File: src/rtl/time_report_ctrl_pkg.sv
// time_report_ctrl_pkg: shared types and frame layout for the time report controller.
// Frame length follows TIME_REPORT_CSUM_EN (7 bytes with trailing XOR checksum, else 6).
package time_report_ctrl_pkg;

    typedef enum logic {IDLE, SEND} state_t;

`ifdef TIME_REPORT_CSUM_EN
    localparam int FRAME_LEN = 7;
`else
    localparam int FRAME_LEN = 6;
`endif

    localparam int IDX_W = 3;

    localparam logic [IDX_W-1:0] BYTE_HEADER = 3'd0;
    localparam logic [IDX_W-1:0] BYTE_MONTH  = 3'd1;
    localparam logic [IDX_W-1:0] BYTE_DAY    = 3'd2;
    localparam logic [IDX_W-1:0] BYTE_HOUR   = 3'd3;
    localparam logic [IDX_W-1:0] BYTE_MIN    = 3'd4;
    localparam logic [IDX_W-1:0] BYTE_SEC    = 3'd5;
    localparam logic [IDX_W-1:0] BYTE_CSUM   = 3'd6;

    localparam logic [7:0] DEFAULT_HEADER = 8'hA5;

    typedef struct packed {
        logic [4:0] month;
        logic [5:0] day;
        logic [5:0] hour;
        logic [6:0] min;
        logic [6:0] sec;
    } snap_t;

`ifdef TIME_REPORT_CSUM_EN
    function automatic logic [7:0] frame_csum(logic [7:0] header, snap_t s);
        return header ^ {3'b0, s.month} ^ {2'b0, s.day} ^ {2'b0, s.hour}
                      ^ {1'b0, s.min} ^ {1'b0, s.sec};
    endfunction
`endif

endpackage

File: src/rtl/time_report_ctrl_if.sv
// time_report_ctrl_if: byte stream toward the UART transmitter (valid/ready handshake).
interface time_report_ctrl_if;
    logic [7:0] tx_data;
    logic       tx_valid;
    logic       tx_ready;

    modport master (output tx_data, output tx_valid, input tx_ready);
    modport slave  (input tx_data, input tx_valid, output tx_ready);
endinterface

File: src/rtl/time_report_ctrl_tick_prescaler.sv
// tick_prescaler: divides the system clock down to a one-cycle tick every CLK_HZ cycles.
module tick_prescaler #(
    parameter int CLK_HZ = 50_000_000
) (
    input  logic clk_time,
    input  logic reset,
    output logic tick
);
    localparam int W = $clog2(CLK_HZ);

    logic [W-1:0] cnt;

    assign tick = cnt == W'(CLK_HZ - 1);

    always_ff @(posedge clk_time or posedge reset) begin
        if (reset) cnt <= '0;
        else       cnt <= tick ? '0 : cnt + 1'b1;
    end
endmodule

File: src/rtl/time_report_ctrl.sv
// time_report_ctrl: drives the timekeeper tick and streams snapshotted time fields as a byte frame.
// Optional checksum byte enabled by TIME_REPORT_CSUM_EN.
module time_report_ctrl
    import time_report_ctrl_pkg::*;
#(
    parameter int         CLK_HZ = 50_000_000,
    parameter logic [7:0] HEADER = DEFAULT_HEADER
) (
    input  logic                       clk_time,
    input  logic                       reset,
    input  logic                       report_en,
    input  logic                       req,
    input  logic [6:0]                 sec_i,
    input  logic [6:0]                 min_i,
    input  logic [5:0]                 hour_i,
    input  logic [5:0]                 day_i,
    input  logic [4:0]                 month_i,
    output logic                       tick,
    time_report_ctrl_if.master         tx,
    output logic                       busy,
    output logic                       overrun
);
    state_t           state;
    snap_t            snap;
    logic             pending;
    logic [IDX_W-1:0] idx;
    logic [IDX_W-1:0] nidx;
    logic [7:0]       next_byte;
    logic             trig;
    logic             last;

    tick_prescaler #(.CLK_HZ(CLK_HZ)) u_presc (
        .clk_time(clk_time),
        .reset   (reset),
        .tick    (tick)
    );

    assign trig = req | (tick & report_en);
    assign last = idx == IDX_W'(FRAME_LEN - 1);

    // Byte following the one currently presented, taken from the frozen snapshot
    always_comb begin
        nidx      = idx + 1'b1;
        next_byte = nidx == BYTE_MONTH ? {3'b0, snap.month} :
                    nidx == BYTE_DAY   ? {2'b0, snap.day}   :
                    nidx == BYTE_HOUR  ? {2'b0, snap.hour}  :
                    nidx == BYTE_MIN   ? {1'b0, snap.min}   :
                    nidx == BYTE_SEC   ? {1'b0, snap.sec}   :
`ifdef TIME_REPORT_CSUM_EN
                    nidx == BYTE_CSUM  ? frame_csum(HEADER, snap) :
`endif
                    HEADER;
    end

    always_ff @(posedge clk_time or posedge reset) begin
        if (reset) begin
            state       <= IDLE;
            snap        <= '0;
            pending     <= 1'b0;
            idx         <= BYTE_HEADER;
            tx.tx_valid <= 1'b0;
            tx.tx_data  <= 8'h00;
            busy        <= 1'b0;
            overrun     <= 1'b0;
        end else begin
            overrun <= 1'b0;
            if (state == IDLE) begin
                if (trig | pending) begin
                    snap        <= '{month: month_i, day: day_i, hour: hour_i, min: min_i, sec: sec_i};
                    idx         <= BYTE_HEADER;
                    pending     <= 1'b0;
                    state       <= SEND;
                    tx.tx_valid <= 1'b1;
                    tx.tx_data  <= HEADER;
                    busy        <= 1'b1;
                end
            end else begin
                // Only one trigger can be queued behind the frame in flight
                if (trig) begin
                    pending <= 1'b1;
                    overrun <= pending;
                end
                if (tx.tx_ready) begin
                    if (last) begin
                        state       <= IDLE;
                        tx.tx_valid <= 1'b0;
                        busy        <= 1'b0;
                    end else begin
                        idx        <= nidx;
                        tx.tx_data <= next_byte;
                    end
                end
            end
        end
    end
endmodule

File: src/flat_wrapper.sv
// flat-port wrapper written by rule: the top's interface ports become plain ports
module time_report_ctrl_flat import time_report_ctrl_pkg::*;
#(
    parameter int         CLK_HZ = 50_000_000,
    parameter logic [7:0] HEADER = DEFAULT_HEADER
)
  (clk_time, reset, report_en, req, sec_i, min_i, hour_i, day_i, month_i, tick, busy, overrun, tx_tx_data, tx_tx_valid, tx_tx_ready);
  time_report_ctrl_if tx_i ();
  input  logic clk_time;
  input  logic reset;
  input  logic report_en;
  input  logic req;
  input  logic [6:0] sec_i;
  input  logic [6:0] min_i;
  input  logic [5:0] hour_i;
  input  logic [5:0] day_i;
  input  logic [4:0] month_i;
  output logic tick;
  output logic busy;
  output logic overrun;
  output wire logic [$bits(tx_i.tx_data)-1:0] tx_tx_data;
  output wire logic [$bits(tx_i.tx_valid)-1:0] tx_tx_valid;
  input wire logic [$bits(tx_i.tx_ready)-1:0] tx_tx_ready;
  assign tx_tx_data = tx_i.tx_data;
  assign tx_tx_valid = tx_i.tx_valid;
  assign tx_i.tx_ready = tx_tx_ready;
  time_report_ctrl #(.CLK_HZ(CLK_HZ), .HEADER(HEADER)) u_core (.clk_time(clk_time), .reset(reset), .report_en(report_en), .req(req), .sec_i(sec_i), .min_i(min_i), .hour_i(hour_i), .day_i(day_i), .month_i(month_i), .tick(tick), .tx(tx_i), .busy(busy), .overrun(overrun));
endmodule
File: config.mk
export PLATFORM = sky130hd
export DESIGN_NAME = time_report_ctrl_flat
export DESIGN_NICKNAME = d
export VERILOG_FILES = /design/src/rtl/time_report_ctrl_pkg.sv /design/src/rtl/time_report_ctrl_if.sv /design/src/rtl/time_report_ctrl_tick_prescaler.sv /design/src/rtl/time_report_ctrl.sv /design/src/flat_wrapper.sv
export SDC_FILE = /design/constraint.sdc
export NUM_CORES = 1
export LEC_CHECK = 0
export CORE_MARGIN = 3
export CORE_UTILIZATION = 40
export DETAILED_ROUTE_END_ITERATION = 10
export GPL_TIMING_DRIVEN = 0
export PLACE_DENSITY = 0.61
export SYNTH_ARGS = -nofsm -noshare
export SYNTH_HDL_FRONTEND = slang
export SYNTH_HIERARCHICAL = 1
export SYNTH_SLANG_ARGS = --single-unit
export TNS_END_PERCENT = 1
File: constraint.sdc
create_clock -name clk_time -period 5.9 [get_ports clk_time]
set_input_delay 1.18 -clock clk_time [delete_from_list [all_inputs] [get_ports clk_time]]
set_output_delay 1.18 -clock clk_time [all_outputs]
set_load 0.01 [all_outputs]
* Yosys cells after proc, flatten, opt, wreduce, memory -nomap -nowiden *
Cells that the tools add are included.

storage, ports and cells
  register bits after elaboration = 72
  word-level logic and storage cells = 61
  input port bits = 36

cells by class
  bitwise logic cells = 4
  multiplexer cells = 27
  add/sub/neg operators = 2
  equality and inequality tests = 11
  reductions and logical operators = 5

operator list
  cell                   number
  $mux 8                 9
  $add 26x1->26 const B  1
  $eq 26x26->1 const B   1
  $mux 26                1
  $mux 1                 13
  $mux 3                 4
  $eq 3x3->1 const B     3
  $ne 2x2->1 const B     4
  $eq 3x2->1 const B     2
  $reduce_and 3->1       2
  $reduce_and 2->1       2
  $add 3x1->3 const B    1
  $eq 3x1->1 const B     1
  $or 1x1->1             2
  $reduce_bool 2->1      1
  $and 1x1->1            1
  $not 1->1              1

* Depth between registers and ports, before layout *
Gate-level depths: netlist of run 1.

  word-level depth = 10
  mapped depth = 10
  gate-level depth less buffers = 7

* Hierarchy *
Netlist of run 1, hierarchy kept.

modules (own cells, without submodules)
  module            area an instance (um^2)  cells each  instances
  time_report_ctrl  2173.3                   176         1
  tick_prescaler    1298.7                   127         1

* Least setup slack after synthesis of run 1 *
OpenSTA, ideal clock, no wires.

  path type = flip-flop to output port
  from = register u_core.u_presc.cnt[12]
  to = output tick
  arrival = 1.621 ns
  path slack = 3.099 ns
  cell stages (with the launch flop) = 5
  cell sequence = dfrtp_1 -> nor4bb_1 -> nand4_1 -> nor3_2 -> clkbuf_1

on the way
  word-level cells in the longest chain between the ends = 1

RTL lines
  element                 RTL line                               RTL
  start, declared         time_report_ctrl_tick_prescaler.sv:11  logic [W-1:0] cnt;
  start signal, assigned  time_report_ctrl_tick_prescaler.sv:17  else cnt <= tick ? '0 : cnt + 1'b1;
  $eq 26x26->1            time_report_ctrl_tick_prescaler.sv:13  assign tick = cnt == W'(CLK_HZ - 1);
  end, declared           flat_wrapper.sv:18                     output logic tick;

No other way between the ends.

* Worst setup path after layout of run 1 *
  from = register u_core.u_presc.cnt[7]
  to = output tick

The elaborated chain is that of the path after synthesis.

==> reports/results.txt, run 1 <==
Setup violations, final: 0
Ports: 48
antenna violations before repair: 0
Clock transition at path regs: 70 ps
largest area contributor in the netlist: dfrtp_1
clock share of power: 0.232
top-area cell type share of the netlist area: 0.519
hold slack final: 498 ps
GPL Wtd Cong: 0.813
ys flop type: dfrtp_1
Synth Area per Inst: 11.5 µm²
P_sw: 0.605 mW
drt pass-1 iters: 5
Switching Fraction: 0.322
Final #Nets: 405
Root Driver: clkbuf_8
Port Buffer Count: 47
Pwr per Cell Area: 435 nW/µm²
CTS resizes: 0
Setup CP Type: flip-flop to output pin
H-tree lvl count: 3
Seq/Total Area, Yosys: 0.519
Yosys cell types: 45
CTS hold repair buffers: 0
CTS Buffer Depth: 2
Final ANT Viol Nets: 0
Syn Nets: 346
Int Power: 1.27 mW
setup TNS: 0 ps
largest net degree at the start of global routing: 27
mapped cell area: 3470 µm²
Remaining Overflow, GRT: 0
row count: 33
Worst Path Max Fanout: 12
Async SR Flop Fraction: 1.00
first-pass GRT wire length: 13.6 mm
count leader, synth: dfrtp_1
Slew Limit Fails: 0
die width: 99.2 µm
layout cells sized above 1: 0.183
Slew @ Worst Pin: 1020 ps
register bit total from synthesis: 72
max frequency: 0.236 GHz
# diodes: 0
P_leak: 1.82 nW
Initial Util: 0.416
Total Routing Usage GR: 0.175
vias in the first global route: 2696
Routed WL: 7.90 mm
min cycle time layout: 4230 ps
critical path arrival: 3050 ps
RSZ-0062 raised after global routing: no
final hold violation count: 0
CP startpoint: u_core/u_presc/cnt[7]$_DFF_PP0_
maxcap violations: 0
Tcrit/Tclk final: 0.717
Slew Limit Headroom: 0.323
die height: 99.2 µm
Syn. warnings: 6
CTS tree: built
hold_sp: u_core/snap[9]$_DFFE_PP0P_
crit end category: output pin
type of origin of the critical path: flip-flop
status: complete, no violations
Skew-Pair Late Insertion Delay: 350 ps
DR vias/cell: 5.55
r2r startpoint: u_core/u_presc/cnt[7]$_DFF_PP0_
Post-synth EDFFs: 0
Syn Inst Count: 303
top cells by area, synth: dfrtp_1 (52%), mux2_2 (9.4%), nand3_1 (2.6%)
dpl hpwl: 5.78 mm
commonest cells in the netlist: dfrtp_1 (72), mux2_2 (29), nand3_1 (18)
via count: 2618
core outline area: 8340 µm²
Comb power frac: 0.373
Layout area overhead: 24.3%
Worst Hold Class: flip-flop to flip-flop
Crit path required time: 4720 ps
Seq pwr share: 0.395
drt initial violations: 116
Final Skew: 13.6 ps
total CTS buffers: 9
area of the die: 9830 µm²
maximum vdd drop: 0.177 mV
post-CTS setup buffers: 0
CTS Sinks: 72
DRC: 0
DR WL/cell: 16.7 µm
[registers in the layout, indices dropped and copies added (netlist names)]
signal and cells:
u_core/snap 31, u_core/u_presc/cnt 26, u_core/tx.tx_data 8, u_core/idx 3, u_core/busy 1, u_core/overrun 1
u_core/pending 1, u_core/state 1
[area by class of cell]
type                            instances  area (µm²)
Buffer                                 12        76.3
Clock buffer                           11         141
Clock inverter                          5        80.1
Fill cell                             753        4030
Inverter                                8        30.0
Multi-Input combinational cell        211        1560
Sequential cell                        72        1800
Tap cell                              105         131
Timing Repair Buffer                   48         490
[worst max-delay path, stage by stage (launching register included)]
cell,delay [ps]
dfrtp_1,440
nor4bb_1,350
nand4_1,220
nor3_2,530
clkbuf_1,520
clkdlybuf4s50_1,650
[metal layers]
metal / up-vias / wire, µm / GRT usage / part of all wire
met5: - / 0 / 0 / 0
met4: 0 / 81 / 0.0620 / 0.010
met3: 8 / 488 / 0.0400 / 0.062
met2: 79 / 3450 / 0.249 / 0.44
met1: 1298 / 3880 / 0.261 / 0.49
li1: 1233 / - / - / -
[stage by stage]
| stage | instance area (µm²) | std cells | worst slack, ps | power (mW) | utilization |
|---|---|---|---|---|---|
| 2_1_floorplan | 3470 | 303 | 3100 | 1.22 | - |
| 3_3_place_gp | 4070 | 455 | 1980 | 1.43 | 0.488 |
| 3_5_place_dp | 4090 | 456 | 1960 | 1.45 | 0.491 |
| 4_1_cts | 4320 | 472 | 1570 | 1.89 | 0.517 |
| 5_1_grt | 4320 | 472 | 1430 | 2.01 | 0.517 |
| 6_report | 4320 | 472 | 1670 | 1.88 | 0.517 |
[layout by cell type (no fill, tap or decap), types with 7 or more instances in the layout]
cell type / netlist / final
nand4_1: 9 / 9
xor2_1: 10 / 10
o21ai_0: 10 / 10
nand2_1: 16 / 16
dfrtp_1: 72 / 72
mux2_2: 29 / 29
nand3_1: 18 / 18
o31ai_1: 7 / 7
nor2_1: 17 / 17
clkdlybuf4s50_1: 0 / 47
a21oi_1: 14 / 14
inv_1: 8 / 7
ha_1: 7 / 7
clkbuf_8: 0 / 10
[power groups by stage]
stage / clock (mW) / combinational, mW / sequential, mW
floorplan: 0 / 0.487 / 0.735
global placement: 0 / 0.681 / 0.749
detailed placement: 0 / 0.700 / 0.751
CTS: 0.446 / 0.703 / 0.742
global route: 0.469 / 0.780 / 0.762
finish: 0.436 / 0.699 / 0.741
[path summary, 6_finish.rpt]
path | cells past startpoint | endpoint | slack [ps]
max reg2reg | 8 | u_core/snap[29]$_DFFE_PP0P_ | 2550
min | 1 | u_core/snap[9]$_DFFE_PP0P_ | 500
min reg2reg | 1 | u_core/snap[9]$_DFFE_PP0P_ | 500
max | 5 | tick | 1670
max in group asynchronous | 2 | u_core/u_presc/cnt[14]$_DFF_PP0_ | 3840
min in group asynchronous | 2 | u_core/overrun$_DFF_PP0_ | 1210
[logic make-up (layout without fill, tap and decap cells)]
family | Yosys count | in the layout | share of synthesized area
simple gates | 105 | 105 | 0.173
flops | 72 | 72 | 0.519
compound gates | 48 | 48 | 0.0973
mux | 36 | 36 | 0.117
buf+inv | 20 | 84 | 0.0306
xor+xnor | 15 | 15 | 0.0378
fa+ha+maj | 7 | 7 | 0.0252
No activity file was read; power rests on OpenSTA's default activity.
==> run 2: changes to the inputs <==
==> constraint.sdc (replaced) <==
create_clock -name clk_time -period 4.4 [get_ports clk_time]
set_input_delay 0.88 -clock clk_time [delete_from_list [all_inputs] [get_ports clk_time]]
set_output_delay 0.88 -clock clk_time [all_outputs]
set_load 0.01 [all_outputs]
==> results of run 2 <==
The final DEF is identical to that of run 1. Status: complete, no violations.
Main changes from that run: setup slack after placement 1960 ps -> 765 ps; setup slack after layout 1670 ps -> 471 ps; register-to-register setup slack 2550 ps -> 1050 ps; total power 1.88 mW -> 2.52 mW; worst IR drop on VDD 0.177 mV -> 0.238 mV
==> run 3: changes to the inputs <==
--- a/config.mk
+++ b/config.mk
@@ -5,6 +5,8 @@
 export SDC_FILE = /design/constraint.sdc
 export NUM_CORES = 1
 export LEC_CHECK = 0
+export ABC_AREA = 1
+export CORE_ASPECT_RATIO = 0.9
 export CORE_MARGIN = 3
 export CORE_UTILIZATION = 40
 export DETAILED_ROUTE_END_ITERATION = 10
==> run 3 against run 2 <==
Compared with the run above:
- synthesized area up 11%
- wire length up 12%
- maximum frequency rose by 20%
- critical path depth rose by 1
- critical path type unchanged
- critical endpoint unchanged
- highest routed layer unchanged
==> reports/results.txt, run 3 <==
status: complete, no violations
Port Buffer Count: 47
# diodes: 0
core outline area: 9250 µm²
Synth Area per Inst: 7.43 µm²
Critical Path End: tick
via count: 3258
largest net degree at the start of global routing: 32
final hold violation count: 0
layout cells sized above 1: 0.108
Initial Util: 0.417
ys flop type: dfrtp_1
post-synthesis mux area share: 0
Final Non-Filler Cells: 705
clock share of power: 0.227
most common cell after layout, fill and taps aside: nand2_1
largest area contributor in the netlist: dfrtp_1
Syn Nets: 562
Layout area overhead: 22.0%
r2r startpoint: u_core/u_presc/cnt[0]$_DFF_PP0_
CP startpoint: u_core/u_presc/cnt[0]$_DFF_PP0_
simple-gate portion of the synthesized area: 0.362
dpl hpwl: 6.66 mm
DR vias/cell: 4.62
commonest cells in the netlist: nand2_1 (198), nor2_1 (76), dfrtp_1 (72)
CTS resizes: 0
die width: 109 µm
top-area cell type share of the netlist area: 0.468
total CTS buffers: 9
Final Core Density: 0.508
Register-to-Register Path Depth: 11
DR WL/cell: 12.5 µm
DRC: 0
count leader, synth: nand2_1
Slew Limit Fails: 0
Post-synth EDFFs: 0
area of the die: 10800 µm²
dpl ws: 1470 ps
CTS Buffer Depth: 2
type of origin of the critical path: flip-flop
drt initial violations: 136
Seq pwr share: 0.403
Final Skew: 11.0 ps
max frequency: 0.305 GHz
Crit path required time: 3520 ps
Final #Nets: 621
Total Routing Usage GR: 0.178
die height: 99.1 µm
RR Endpoint: u_core/snap[15]$_DFFE_PP0P_
CTS tree: built
antenna violations before repair: 0
Ports: 48
Reg area: 1800 µm²
most frequent cells in the layout: nand2_1 (198), nor2_1 (76), dfrtp_1 (72)
Async SR Flop Fraction: 1.00
register bit total from synthesis: 72
Worst Path Max Fanout: 5
filler cell count: 952
vias in the first global route: 3139
Setup violations, final: 0
Int Power: 1.49 mW
Worst Hold Class: flip-flop to flip-flop
Switching Fraction: 0.375
hold slack final: 486 ps
post-CTS setup buffers: 0
mapped cell area: 3850 µm²
CTS Sinks: 72
critical path arrival: 2400 ps
row count: 33
top cells by area, synth: dfrtp_1 (47%), nand2_1 (19%), nor2_1 (7.4%)
Syn Inst Count: 519
register with the most flip-flops: u_core/snap
Tcrit/Tclk final: 0.746
biggest regs: u_core/snap: 31 flops, u_core/u_presc/cnt: 26 flops, u_core/tx.tx_data: 8 flops
Final ANT Viol Nets: 0
GPL Wtd Cong: 0.846
P_leak: 2.37 nW
Slew Limit Headroom: 0.295
RSZ-0062 raised after global routing: no
first-pass GRT wire length: 15.1 mm
Pwr per Cell Area: 505 nW/µm²
P_sw: 0.891 mW
Yosys cell types: 28
Remaining Overflow, GRT: 0
Slew @ Worst Pin: 1060 ps
area taken by multi-input logic gates: 1760 µm²
Seq/Total Area, Yosys: 0.468
worst setup margin: 1120 ps
maximum vdd drop: 0.224 mV
Synth Area in Compound Gates: 0.0438
crit end category: output pin
H-tree lvl count: 3
main combinational cell family by area after synthesis: simple AND/OR/NAND/NOR gates
Setup CP Type: flip-flop to output pin
dpl cells: 689
Clock transition at path regs: 80 ps
Skew-Pair Late Insertion Delay: 350 ps
Comb power frac: 0.369
min cycle time layout: 3280 ps
Root Driver: clkbuf_8
post-synthesis xor/xnor area fraction: 0.0273
CTS hold repair buffers: 0
drt pass-1 iters: 5
setup TNS: 0 ps
Syn. warnings: 6
R2R Setup Slk: 2050 ps
maxcap violations: 0
Routed WL: 8.83 mm
Post-Synth Adder-Cell Area: 0.0227
max reg flops: 31
run 3: cell types whose count changed after synthesis, moves of 7 or more:
cell,previous run,this run
inv_1,8,53
mux2_2,29,0
nand2_1,16,198
nand2_2,1,10
nor2_1,17,76
nor2_2,0,11
o31ai_1,7,0
run 3: power by group through the flow:
stage	Clock [mW]	Combinational [mW]	Sequential (mW)
global placement	0	0.852	0.968
floorplan	0	0.576	0.957
global route	0.590	1.03	0.983
CTS	0.556	0.879	0.959
detailed placement	0	0.873	0.970
finish	0.541	0.878	0.958
run 3: how the worst min path moves through the flow:
| stage | from | endpoint | slack (ps) | depth (start not counted) |
|---|---|---|---|---|
| after CTS | u_core/snap[14]$_DFFE_PP0P_ | u_core/snap[14]$_DFFE_PP0P_ | 490 | 2 |
| after detailed placement | u_core/snap[14]$_DFFE_PP0P_ | u_core/snap[14]$_DFFE_PP0P_ | 470 | 2 |
| final | u_core/snap[9]$_DFFE_PP0P_ | u_core/snap[9]$_DFFE_PP0P_ | 490 | 2 |
| after global routing | u_core/snap[14]$_DFFE_PP0P_ | u_core/snap[14]$_DFFE_PP0P_ | 520 | 2 |
| after global placement | u_core/tx.tx_data[7]$_DFFE_PP0P_ | u_core/tx.tx_data[7]$_DFFE_PP0P_ | 470 | 2 |
| after floorplan | u_core/snap[14]$_DFFE_PP0P_ | u_core/snap[14]$_DFFE_PP0P_ | 450 | 2 |
run 3: cells by family after synthesis:
logic type               after synthesis
AND/OR/NAND/NOR                      331
flip-flops                            72
buffers and inverters                 67
AO/OA/AOI/OAI                         30
XOR/XNOR                              12
adder cells (fa/ha/maj)                7
run 3: critical path: stages, from the launching register on:
cell	delay, ps
dfrtp_1	440
ha_1	190
nand3_2	110
nor2_2	160
nand2_1	110
nor3_1	420
clkdlybuf4s50_1	620
run 3: per-stage QoR:
stage / instance area (µm²) / total power, mW
floorplan: 3850 / 1.53
global placement: 4480 / 1.82
detailed placement: 4500 / 1.84
CTS: 4700 / 2.39
global route: 4700 / 2.60
finish: 4700 / 2.38
run 3: area by class of cell:
class                      count  share of cell area
sequential                    72               0.383
multi-input combinational    380               0.374
timing repair buffer          48               0.104
inverter                      55              0.0439
tap                          122              0.0325
clock buffer                  10              0.0293
buffer                        12              0.0186
clock inverter                 6              0.0144
run 3: layer usage:
| metal | global-route usage | share of wire | up-vias |
|---|---|---|---|
| li1 | - | - | 1700 |
| met4 | 0.0662 | 0.018 | 0 |
| met1 | 0.282 | 0.53 | 1473 |
| met3 | 0.0357 | 0.052 | 13 |
| met2 | 0.236 | 0.40 | 72 |
| met5 | 0 | 0 | - |
